==> src/rtl/ycseq.sv <==
// Clocked sequencer for one asynchronous dual-rail yellow-cell chain: inject, filter, capture,
// return to empty, then hand the captured code to a clocked consumer.
module ycseq #(
    parameter int SYNC_STAGES = 2,
    parameter int CW          = 8,
    parameter int TIMEOUT     = 200
) (
    input  logic       clk,
    input  logic       reset,
    input  logic       req_valid,
    output logic       req_ready,
    input  logic       req_data,
    input  logic [1:0] req_match,
    output logic       rsp_valid,
    input  logic       rsp_ready,
    output logic [1:0] rsp_data,
    input  logic       err_clr,
    output logic       err,
    output logic [1:0] err_code,
    output logic       busy,
    output logic [1:0] cell_in,
    output logic [1:0] cell_match,
    input  logic [1:0] cell_out
);

    // state | meaning
    // IDLE  | cell empty, waiting for a request (and for the consumer to take any result)
    // SET   | data driven into the cell, waiting for a stable nonzero cell_out
    // CLEAR | cell driven to empty, waiting for cell_out to drain back to 00
    // ERR   | hung or illegal cell; cell held empty until err_clr
    typedef enum logic [1:0] {
        IDLE  = 2'd0,
        SET   = 2'd1,
        CLEAR = 2'd2,
        ERR   = 2'd3
    } state_t;

    localparam logic [CW-1:0] TO_CNT = CW'(TIMEOUT);

    state_t        state_q, state_d;
    logic [CW-1:0] cnt_q, cnt_d, cnt_inc;
    logic [1:0]    cell_in_q, cell_in_d;
    logic [1:0]    cell_match_q, cell_match_d;
    logic [1:0]    rsp_data_q, rsp_data_d;
    logic          rsp_valid_q, rsp_valid_d;
    logic          err_q, err_d;
    logic [1:0]    err_code_q, err_code_d;
    logic [1:0]    last_q, last_d;
    logic [1:0]    sync_q [SYNC_STAGES];
    logic [1:0]    sync_d [SYNC_STAGES];
    logic [1:0]    out_s;
    logic          accept;

    assign out_s     = sync_q[SYNC_STAGES-1];
    assign req_ready = (state_q == IDLE) && !rsp_valid_q;
    assign accept    = req_valid && req_ready;
    assign busy      = (state_q == SET) || (state_q == CLEAR);
    assign cnt_inc   = (cnt_q == '1) ? cnt_q : cnt_q + 1'b1;

    always_comb begin
        sync_d[0] = cell_out;
        for (int i = 1; i < SYNC_STAGES; i++) begin
            sync_d[i] = sync_q[i-1];
        end
    end

    always_comb begin
        state_d      = state_q;
        cnt_d        = cnt_q;
        cell_in_d    = cell_in_q;
        cell_match_d = cell_match_q;
        rsp_data_d   = rsp_data_q;
        rsp_valid_d  = rsp_valid_q;
        err_d        = err_q;
        err_code_d   = err_code_q;
        last_d       = out_s;

        if (rsp_valid_q && rsp_ready) begin
            rsp_valid_d = 1'b0;
        end

        case (state_q)
            IDLE: begin
                if (accept) begin
                    state_d      = SET;
                    cell_in_d    = req_data ? 2'b10 : 2'b01;
                    cell_match_d = req_match;
                    cnt_d        = '0;
                end
            end
            SET: begin
                cnt_d = cnt_inc;
                if (out_s == 2'b11) begin
                    state_d    = ERR;
                    err_code_d = 2'b11;
                end else if (out_s != 2'b00 && out_s == last_q) begin
                    // two equal consecutive samples reject single-cycle glitches
                    state_d    = CLEAR;
                    rsp_data_d = out_s;
                    cell_in_d  = 2'b00;
                    cnt_d      = '0;
                end else if (cnt_q == TO_CNT) begin
                    state_d    = ERR;
                    err_code_d = 2'b01;
                end
            end
            CLEAR: begin
                cnt_d = cnt_inc;
                if (out_s == 2'b00) begin
                    state_d     = IDLE;
                    rsp_valid_d = 1'b1;
                end else if (out_s == 2'b11) begin
                    state_d    = ERR;
                    err_code_d = 2'b11;
                end else if (cnt_q == TO_CNT) begin
                    state_d    = ERR;
                    err_code_d = 2'b10;
                end
            end
            ERR: begin
                if (err_clr) begin
                    state_d    = IDLE;
                    err_d      = 1'b0;
                    err_code_d = 2'b00;
                end
            end
            default: state_d = IDLE;
        endcase

        if (state_d == ERR && state_q != ERR) begin
            err_d        = 1'b1;
            cell_in_d    = 2'b00;
            cell_match_d = 2'b00;
        end
    end

    always_ff @(posedge clk or posedge reset) begin
        if (reset) begin
            state_q      <= IDLE;
            cnt_q        <= '0;
            cell_in_q    <= 2'b00;
            cell_match_q <= 2'b00;
            rsp_data_q   <= 2'b00;
            rsp_valid_q  <= 1'b0;
            err_q        <= 1'b0;
            err_code_q   <= 2'b00;
            last_q       <= 2'b00;
            for (int i = 0; i < SYNC_STAGES; i++) begin
                sync_q[i] <= 2'b00;
            end
        end else begin
            state_q      <= state_d;
            cnt_q        <= cnt_d;
            cell_in_q    <= cell_in_d;
            cell_match_q <= cell_match_d;
            rsp_data_q   <= rsp_data_d;
            rsp_valid_q  <= rsp_valid_d;
            err_q        <= err_d;
            err_code_q   <= err_code_d;
            last_q       <= last_d;
            for (int i = 0; i < SYNC_STAGES; i++) begin
                sync_q[i] <= sync_d[i];
            end
        end
    end

    assign cell_in    = cell_in_q;
    assign cell_match = cell_match_q;
    assign rsp_valid  = rsp_valid_q;
    assign rsp_data   = rsp_data_q;
    assign err        = err_q;
    assign err_code   = err_code_q;

endmodule

==> config.mk <==
export PLATFORM = sky130hd
export DESIGN_NAME = ycseq
export DESIGN_NICKNAME = d
export VERILOG_FILES = /design/src/rtl/ycseq.sv
export SDC_FILE = /design/constraint.sdc
export NUM_CORES = 1
export LEC_CHECK = 0
export BUFFER_PORTS_ARGS = -buffer_cell sky130_fd_sc_hd__clkbuf_2
export CAP_MARGIN = 10
export CORE_ASPECT_RATIO = 0.6
export CORE_UTILIZATION = 55
export CTS_CLUSTER_DIAMETER = 200
export DETAILED_ROUTE_END_ITERATION = 10
export PLACE_DENSITY = 0.82
export SYNTH_ARGS = -nofsm -noshare
export SYNTH_HDL_FRONTEND = slang
export SYNTH_SLANG_ARGS = --single-unit
==> constraint.sdc <==
create_clock -name clk -period 5.2 [get_ports clk]
set_input_delay 0.26 -clock clk [delete_from_list [all_inputs] [get_ports clk]]
set_output_delay 0.26 -clock clk [all_outputs]
set_load 0.02 [all_outputs]
=== After elaboration in Yosys (flattened, before gate mapping) ===
Cells that the tools add are included.

* Bits in writable memories: 0
* Word-level logic and storage cells: 90
* Memory bits (read-only): 0
* Latch bits: 0
* Input port bits: 10
* Memories: 0
* Bits in registers: 26

* Multiplexer cells: 36
* Add/sub/neg operators: 1
* $mul: 0
* Shift-type cells: 0
* Bitwise logic cells: 1
* Div/mod/pow operators: 0
* Reduce and logical (&&, ||, !) cells: 23
* Eq/ne operators: 18
* Order comparisons: 0

{| class="wikitable"
|+ Operators by type and width
! operator !! number
|-
| 2-bit two-way mux || 22
|-
| 8-bit two-way mux || 4
|-
| 8-bit one-hot mux with 3 select lines || 1
|-
| 8-bit == test, second input constant || 2
|-
| 2-bit nonzero test || 5
|-
| 3-bit by 1-bit inequality test with 1-bit output, second input constant || 3
|-
| 3-bit nonzero test || 3
|-
| 8-bit by 1-bit adder with 8-bit output, second input constant || 1
|-
| 2-bit == test, second input constant || 4
|-
| 2-bit inequality test, second input constant || 4
|-
| 2-bit one-hot mux with 4 select lines || 1
|-
| 1-bit two-way mux || 6
|-
| 3-bit by 2-bit inequality test with 1-bit output, second input constant || 2
|-
| 2-bit one-hot mux with 3 select lines || 1
|-
| 2-bit AND reduction || 3
|-
| 6-bit AND reduction || 1
|-
| 1-bit logical AND || 5
|-
| 2-bit logical NOT || 2
|-
| 2-bit one-hot mux with 2 select lines || 1
|-
| 4-bit AND reduction || 1
|-
| 3-bit inequality test, second input constant || 1
|-
| 3-bit AND reduction || 1
|-
| 2-bit by 1-bit == test with 1-bit output, second input constant || 1
|-
| 2-bit == test || 1
|-
| other kinds (3) || 3
|}

=== Longest topological paths before layout ===
Gate-level depths: netlist of run 1.

* Depth in word-level cells: 9
* Depth in mapped cells: 8

=== Least setup slack after synthesis of run 1 ===
OpenSTA, ideal clock, no wires.

* Path type: flip-flop to flip-flop
* Start point: reg state_q[0]
* End point: reg cell_in_q[0], in the netlist cell_in[0]
* Setup time: 0.134 ns
* Period minus slack after synthesis: 1.974 ns
* Stages on the path, launching flop included: 9
* Arrival time: 1.839 ns
* Data required time: 5.066 ns
* Setup slack: 3.226 ns
* Cell sequence: dfrtp_1 -> inv_1 -> ha_1 -> clkbuf_1 -> nor3b_1 -> a21oi_1 -> o21ba_2 -> a2111oi_4 -> nor2_1

* Longest elaborated chain between the ends: 9
* Elaborated cells on any way between the ends: 24
* Classes of those cells: eq/ne: 8; mux: 10; reduce/logical: 6

{| class="wikitable"
|+ Ends and longest elaborated chain
! item !! line !! source
|-
| start, declared || 40 || <nowiki>state_t state_q, state_d;</nowiki>
|-
| start signal, assigned || 152 || <nowiki>state_q <= state_d;</nowiki>
|-
| 2-bit logical NOT || 55, 82 ||
|-
| 1-bit logical AND || 55 || <nowiki>assign req_ready = (state_q == IDLE) && !rsp_valid_q;</nowiki>
|-
| 1-bit logical AND || 56 || <nowiki>assign accept = req_valid && req_ready;</nowiki>
|-
| 2-bit two-way mux || 84 || <nowiki>if (accept) begin</nowiki>
|-
| 2-bit one-hot mux with 4 select lines || 82 || <nowiki>case (state_q)</nowiki>
|-
| 2-bit == test || 130 || <nowiki>if (state_d == ERR && state_q != ERR) begin</nowiki>
|-
| 1-bit logical AND || 130 ||
|-
| 3-bit by 1-bit inequality test with 1-bit output (no source line), or another cell as far along || -- ||
|-
| 4-bit AND reduction (no source line) || -- ||
|-
| end signal, assigned || 154 || <nowiki>cell_in_q <= cell_in_d;</nowiki>
|-
| end, declared || 42 || <nowiki>logic [1:0] cell_in_q, cell_in_d;</nowiki>
|}

Parallel ways exist; a longest one is shown, timed or not.
A chain may end at the register's enable or synchronous reset.

=== Worst setup path after layout of run 1 ===
* Start point: reg state_q[0]
* End point: reg cell_match_q[1], in the netlist cell_match[1]

* Longest elaborated chain between the ends: 9
* Elaborated cells on any way between the ends: 21
* Classes of those cells: eq/ne: 5; mux: 9; reduce/logical: 7

{| class="wikitable"
|+ Ends and longest elaborated chain
! item !! line !! source
|-
| 2-bit logical NOT || 55, 82 ||
|-
| 1-bit logical AND || 55 ||
|-
| 1-bit logical AND || 56 ||
|-
| 2-bit two-way mux || 84 ||
|-
| 2-bit one-hot mux with 4 select lines || 82 ||
|-
| 2-bit == test || 130 ||
|-
| 1-bit logical AND || 130 ||
|-
| 2-bit nonzero test (no source line) || -- ||
|-
| 2-bit AND reduction (no source line) || -- ||
|-
| end signal, assigned || 155 || <nowiki>cell_match_q <= cell_match_d;</nowiki>
|-
| end, declared || 43 || <nowiki>logic [1:0] cell_match_q, cell_match_d;</nowiki>
|}

Parallel ways exist; a longest one is shown, timed or not.

==> metrics, run 1 <==
largest net degree at the start of global routing=27; Initial Utilization=58.7%; Ports=22; total power=919 µW; DRT Wirelength=3240 µm; post-synthesis cell type count=41; largest family of logic cells by synthesized area=simple AND/OR/NAND/NOR gates; CP Max Fanout=8; HPWL after DPL=2390 µm; highest clock rate=428 MHz; Layout area overhead=12.6%; Chip Height=42.2 µm; syn_nets=168; clk sink count=26; GRT Total Usage=25.4%; H-tree Lvls=1; die area=2910 µm²; CTS Hold Bufs=0; CP max-delay cell=a2111oi_4; commonest non-fill, non-tap cell in the layout=dfrtp_1; largest area contributor in the netlist=dfrtp_1; RSZ-0062 raised after global routing=false; grt peak-use layer=met1; core area=2520 µm²; routed length per placed instance=16.0 µm; Placement Cell Area=1600 µm²; Period minus WS final=2.34 ns; slack of the critical path=2.86 ns; Adder-Cell Fraction of Synth Area=5.92%; required time worst endpoint=5.35 ns; Starting DRT DRC Count=76; root buffer cell=clkbuf_8; Final Net Count=189; CP Buf/Inv Count=1; Setup WS pre-CTS=2.96 ns; Synth Area in XOR/XNOR=3.55%; # diodes=0; clk_lat worst skew=0.28 ns; Yosys reg bits=26; clk buf depth=2; Critical Path AT=2.49 ns; Seq/Total Area, Yosys=44.0%; cell area after layout=1670 µm²; mux share of post-synthesis cell area=4.23%; Post-Syn Instances=151; number of flops mapped to enable cells by yosys=0; vias in the first global route=1068; CP endpoint kind=flip-flop; row count=14; status=completed; Fin. Hold Viols=0; Hold WC Path Type=input pin to flip-flop; Synth Warn #=0; Slew Limit Fails=0; met3 Track Usage GR=8.15%; Sum Neg Setup Slack=0 ns; CP Launch Type=flip-flop; met2 Track Usage GR=33.0%; port bufs=21; 1st-pass router iterations=5; Remaining Overflow, GRT=0; pwr/cell area=552 nW/µm²; CP peak stage delay=0.50 ns; synthesized cell area=1480 µm²; max_cap viols=0; CTS tree=built; vias per inst=6.08; Synth area leaders=dfrtp_1, ha_1, nor2_1; number of routed nets with antenna violations=0; Main synth FF type=dfrtp_1; Async S/R FF share, synth=100%; crit-path leading delay family=compound AO/OA/AOI/OAI gates; global-route wire length before repair=5240 µm; initial antenna violation count=0; VDD IR max=0.286 mV; cts bufs inserted=3; postcts setup bufs=0; clk_skew=0.00278 ns; Setup CP Type=flip-flop to flip-flop; post-synthesis compound-gate area fraction=17.1%; Yosys top cell area share=44.0%; post-synthesis simple-gate area fraction=21.2%; Via Count=1234; syn_area_per_cell=9.80 µm²; leakage power=0.000773 µW; crit-path cells=inv_1 -> ha_1 -> o21ai_0 -> a21oi_1 -> o21ba_2 -> a2111oi_4 -> nor2_1; layout cells sized above 1=18.1%; Chip Width=69.0 µm; post-cts sizing count=0; clock-pin slew on the worst setup and hold paths=0.09 ns; worst-margin pin slew=0.963 ns; Final period util=45.0%; met1 Usage GRT=38.5%; GPL Wtd Cong=0.854; final setup violation count=0; most frequent cells in the layout=dfrtp_1, clkbuf_2, nor2_1, nand2_1, inv_1; Slew headroom=35.7%; drt drc=0
## synth_stat cells (3+ instances only)
master	number
mux2i_1	4
nor2_1	18
a21o_1	3
nor3b_1	4
o21ai_0	7
nand2_1	14
nand3_1	6
ha_1	7
clkbuf_1	3
xnor2_1	6
dfrtp_1	26
inv_1	8
a21oi_1	7
nor3_1	3
## per-stage QoR
step                      util (%)  hold WS [ns]  std cells
final                         66.1        0.0812        203
after global routing          66.1        0.0752        203
after CTS                     66.1        0.0779        203
after detailed placement      63.2         0.336        199
after global placement        63.2         0.334        199
after floorplan                  -         0.291        151
## power breakdown
group	total (µW)	switching [µW]	leakage, µW	internal [µW]
combinational	467	295	0.000411	172
sequential	283	38.4	0.000326	244
clock	170	66.4	0.0000357	103
total	919	400	0.000773	519
## sequential cells by signal (all words and copies together), names as in the netlist
| register | cells |
|---|---|
| last_q | 2 |
| rsp_valid | 1 |
| err | 1 |
| rsp_data | 2 |
| sync_d | 2 |
| cnt_q | 8 |
| cell_in | 2 |
| state_q | 2 |
| cell_match | 2 |
| last_d | 2 |
| err_code | 2 |
## cells by family (layout without fill, tap and decap cells)
kind of cell	after synthesis	in the layout
adders and majority gates	7	7
DFF	26	26
xor gates and xnor gates	6	6
muxes	6	6
AOI/OAI and AO/OA	34	34
buffers and inverters	13	33
and+or+nand+nor	59	59
## layer usage
layer | routed length [µm] | up-vias
li1 | - | 573
met1 | 1440 | 586
met2 | 1420 | 67
met3 | 334 | 8
met4 | 53 | 0
met5 | 0 | -
## worst paths after layout
path,from,to,slack [ns],cells past startpoint
max,state_q[0],cell_match[1],2.86,7
min,cell_out[0],sync_d[0],0.08,1
max reg2reg,state_q[0],cell_match[1],2.86,7
min reg2reg,sync_d[1],last_d[1],0.36,0
max in group asynchronous,reset,cnt_q[2],4.44,2
min in group asynchronous,reset,state_q[0],0.17,2
## area by class of cell
class                           count  area, µm²
Fill cell                         202        856
Timing Repair Buffer               21        105
Sequential cell                    26        651
Clock buffer                        3       41.3
Clock inverter                      1       30.0
Tap cell                           32       40.0
Inverter                            8       30.0
Multi-Input combinational cell    112        769
(Power assumes the default switching activity.)
==> inputs of run 2 (changes only) <==
Settings changed: ABC_AREA set to 1, CORE_UTILIZATION 55 to 50, PLACE_DENSITY 0.82 to 0.79.
Clock period 5.2 ns to 2.1 ns, I/O delays scaled along.
==> metrics, run 2 <==
Hold WC Path Type=input pin to flip-flop; root buffer cell=clkbuf_8; initial antenna violation count=0 (unchanged); Period minus WS final=1.94 ns (-0.400 ns); Setup CP Type=flip-flop to flip-flop; HPWL after DPL=2540 µm (+6.4%); Post-Layout Cell Count=233 (+15%); core area=2630 µm² (+4.2%); syn_nets=190 (+13%); slack of the critical path=0.162 ns (-2.70 ns); number of routed nets with antenna violations=0 (unchanged); crit-path leading delay family=simple AND/OR/NAND/NOR gates; Layout area overhead=16.4%; Via Count=1270 (+2.9%); worst-margin pin slew=0.326 ns (-0.637 ns); Ports=22 (unchanged); clk_lat worst skew=0.27 ns (about the same); pwr/cell area=1440 nW/µm² (+160%); HP Start=rsp_ready; commonest non-fill, non-tap cell in the layout=nand2_1; Starting DRT DRC Count=184 (+140%); Yosys reg bits=26 (unchanged); vias in the first global route=1155 (+8.1%); Largest register FFs=8 (unchanged); Synth Warn #=0 (unchanged); Post-Syn Instances=173 (+15%); 1st-pass router iterations=4 (-1); final setup violation count=0 (unchanged); Critical Path AT=2.14 ns (-0.35 ns); GRT Total Usage=23.4% (-2.0 points); drt drc=0 (unchanged); fill cell count=220 (+8.9%); Storage cell area=652 µm² (+0.19%); Async S/R FF share, synth=100% (unchanged); area of the multi-input gates=703 µm² (-8.6%); leakage power=0.000855 µW (+11%); Synth area leaders=dfrtp_1, nand2_1, ha_1; clk buf depth=2 (unchanged); crit-path cells=inv_2 -> ha_1 -> inv_2 -> nor2_4 -> nand2_4 -> inv_4 -> nor2_4 -> nand2_1 -> nand2_1 -> nand2_1 -> nor2_4 -> nor2_1 -> nor2_1; Chip Height=43.6 µm (+3.5%); Setup WS pre-CTS=0.166 ns (-2.79 ns); Setup crit start=state_q[1]; largest area contributor in the netlist=dfrtp_1; die area=3120 µm² (+7.1%); Slew Limit Fails=0 (unchanged); Initial Utilization=55.0% (-3.7 points); vias per inst=5.45 (-10%); CP Max Fanout=6 (-2); clock-pin slew on the worst setup and hold paths=0.09 ns (about the same); CTS tree=built; Fin. Hold Viols=0 (unchanged); Chip Width=71.4 µm (+3.5%); Seq/Total Area, Yosys=45.0% (+1.1 points); # diodes=0 (unchanged); synthesized cell area=1450 µm² (-2.4%); post-synthesis cell type count=29 (-29%); GPL Wtd Cong=0.953 (+12%); CP Launch Type=flip-flop; VDD IR max=0.580 mV (+100%); cts bufs inserted=3 (unchanged); CP peak stage delay=0.47 ns (-0.03 ns); clk_skew=0.00876 ns (+0.00598 ns); DRT Wirelength=3250 µm (+0.12%); syn_area_per_cell=8.35 µm² (-15%); Slew headroom=78.3% (+43 points); total power=2420 µW (+160%); clk sink count=26 (unchanged); row count=14 (unchanged); largest net degree at the start of global routing=27 (unchanged); CP max-delay cell=dfrtp_1; Remaining Overflow, GRT=0 (unchanged); Final period util=92.3% (+47 points); most frequent cells in the layout=nand2_1, dfrtp_1, clkbuf_2, inv_1, nor2_1; routed length per placed instance=13.9 µm (-13%); layout cells sized above 1=22.9% (+4.8 points); port bufs=21 (unchanged); Yosys top cell area share=45.0% (+1.1 points); global-route wire length before repair=5350 µm (+2.2%); FF-to-FF Start=state_q[1]; highest clock rate=516 MHz (+21%); commonest cells in the netlist=nand2_1, dfrtp_1, inv_1, nor2_1, nand3_1; cell total after placement=226 (+14%); status=completed; max_cap viols=0 (unchanged); Sum Neg Setup Slack=0 ns (unchanged); Main synth FF type=dfrtp_1; H-tree Lvls=1 (unchanged); required time worst endpoint=2.30 ns (-3.05 ns); number of flops mapped to enable cells by yosys=0 (unchanged); CP endpoint kind=flip-flop; most frequent cell after synthesis=nand2_1; Reg with most FFs=cnt_q; Final Net Count=219 (+16%); CP Buf/Inv Count=3 (+2); RSZ-0062 raised after global routing=false
[run 2: changes by cell type in the layout (fill, tap and decap cells not counted), sizes merged, moves of 3 or more]
| cell | previous run | this run |
|---|---|---|
| dlygate4sd3 | 0 | 3 |
| inv | 8 | 23 |
| xor2 | 0 | 3 |
| a211oi | 0 | 3 |
| xnor2 | 6 | 1 |
| nor2 | 18 | 23 |
| a21o | 3 | 0 |
| or2 | 0 | 3 |
| nand3 | 6 | 11 |
| nor3b | 5 | 0 |
| mux2i | 4 | 0 |
| nand2 | 14 | 45 |
[run 2: final timing paths]
kind,endpoint,slack (ns),cells past startpoint
worst max-delay path,err,0.16,13
worst min-delay path,rsp_valid,0.03,2
worst max register to register,err,0.16,13
worst min register to register,last_d[0],0.37,0
max in group asynchronous,state_q[0],1.43,4
min in group asynchronous,state_q[1],0.41,4
[run 2: cell type report]
| cell class | instances | area share (%) |
|---|---|---|
| Multi-Input combinational cell | 123 | 41.8 |
| Sequential cell | 26 | 38.8 |
| Timing Repair Buffer | 25 | 8.48 |
| Inverter | 23 | 5.28 |
| Clock buffer | 4 | 3.27 |
| Tap cell | 32 | 2.38 |
[run 2: cell families after synthesis]
| group | after synthesis | synth area share, % |
|---|---|---|
| simple gates | 88 | 30.5 |
| flops | 26 | 45.0 |
| compound gates | 24 | 9.35 |
| buf+inv | 24 | 6.67 |
| fa+ha+maj | 7 | 6.06 |
| xor+xnor | 4 | 2.42 |
[run 2: metal layers]
layer  global-route usage, %  vias up  part of all wire (%)
met1                    35.5      595                    50
li1                        -      614                     -
met5                       0        -                     0
met3                    5.58        8                   6.4
met4                    6.80        0                   2.2
met2                    33.3       53                    42
[run 2: report_power, final]
| part | leakage (µW) | total [µW] | internal [µW] | switching, µW |
|---|---|---|---|---|
| Sequential | 0.000329 | 744 | 636 | 108 |
| Combinational | 0.000496 | 1350 | 435 | 917 |
| Clock | 0.0000288 | 319 | 168 | 151 |
| Total | 0.000855 | 2420 | 1240 | 1180 |
[run 2: through the flow]
| stage | cell area [µm²] | hold WS, ns | util, % |
|---|---|---|---|
| finish | 1680 | 0.0322 | 64.0 |
| global route | 1680 | 0.0261 | 64.0 |
| CTS | 1680 | 0.0317 | 63.8 |
| detailed placement | 1590 | 0.157 | 60.5 |
| global placement | 1590 | 0.149 | 60.5 |
| floorplan | 1450 | 0.136 | - |
[run 2: worst reg2reg max path: cells and delay by family, from the launching register on]
family / cells / cell delay [ns]
adder cells (fa/ha/maj): 1 / 0.21
buffers and inverters: 3 / 0.28
flip-flops: 1 / 0.47
AND/OR/NAND/NOR: 9 / 0.92
[run 2: timing repair]
| action | CTS | global route |
|---|---|---|
| hold buffers | 3 | 0 |
| resized for setup | 0 | 4 |
| setup endpoints to repair | 0 | 2 |
| hold endpoints to repair | 28 | 0 |
| buffers inserted | 0 | 0 |
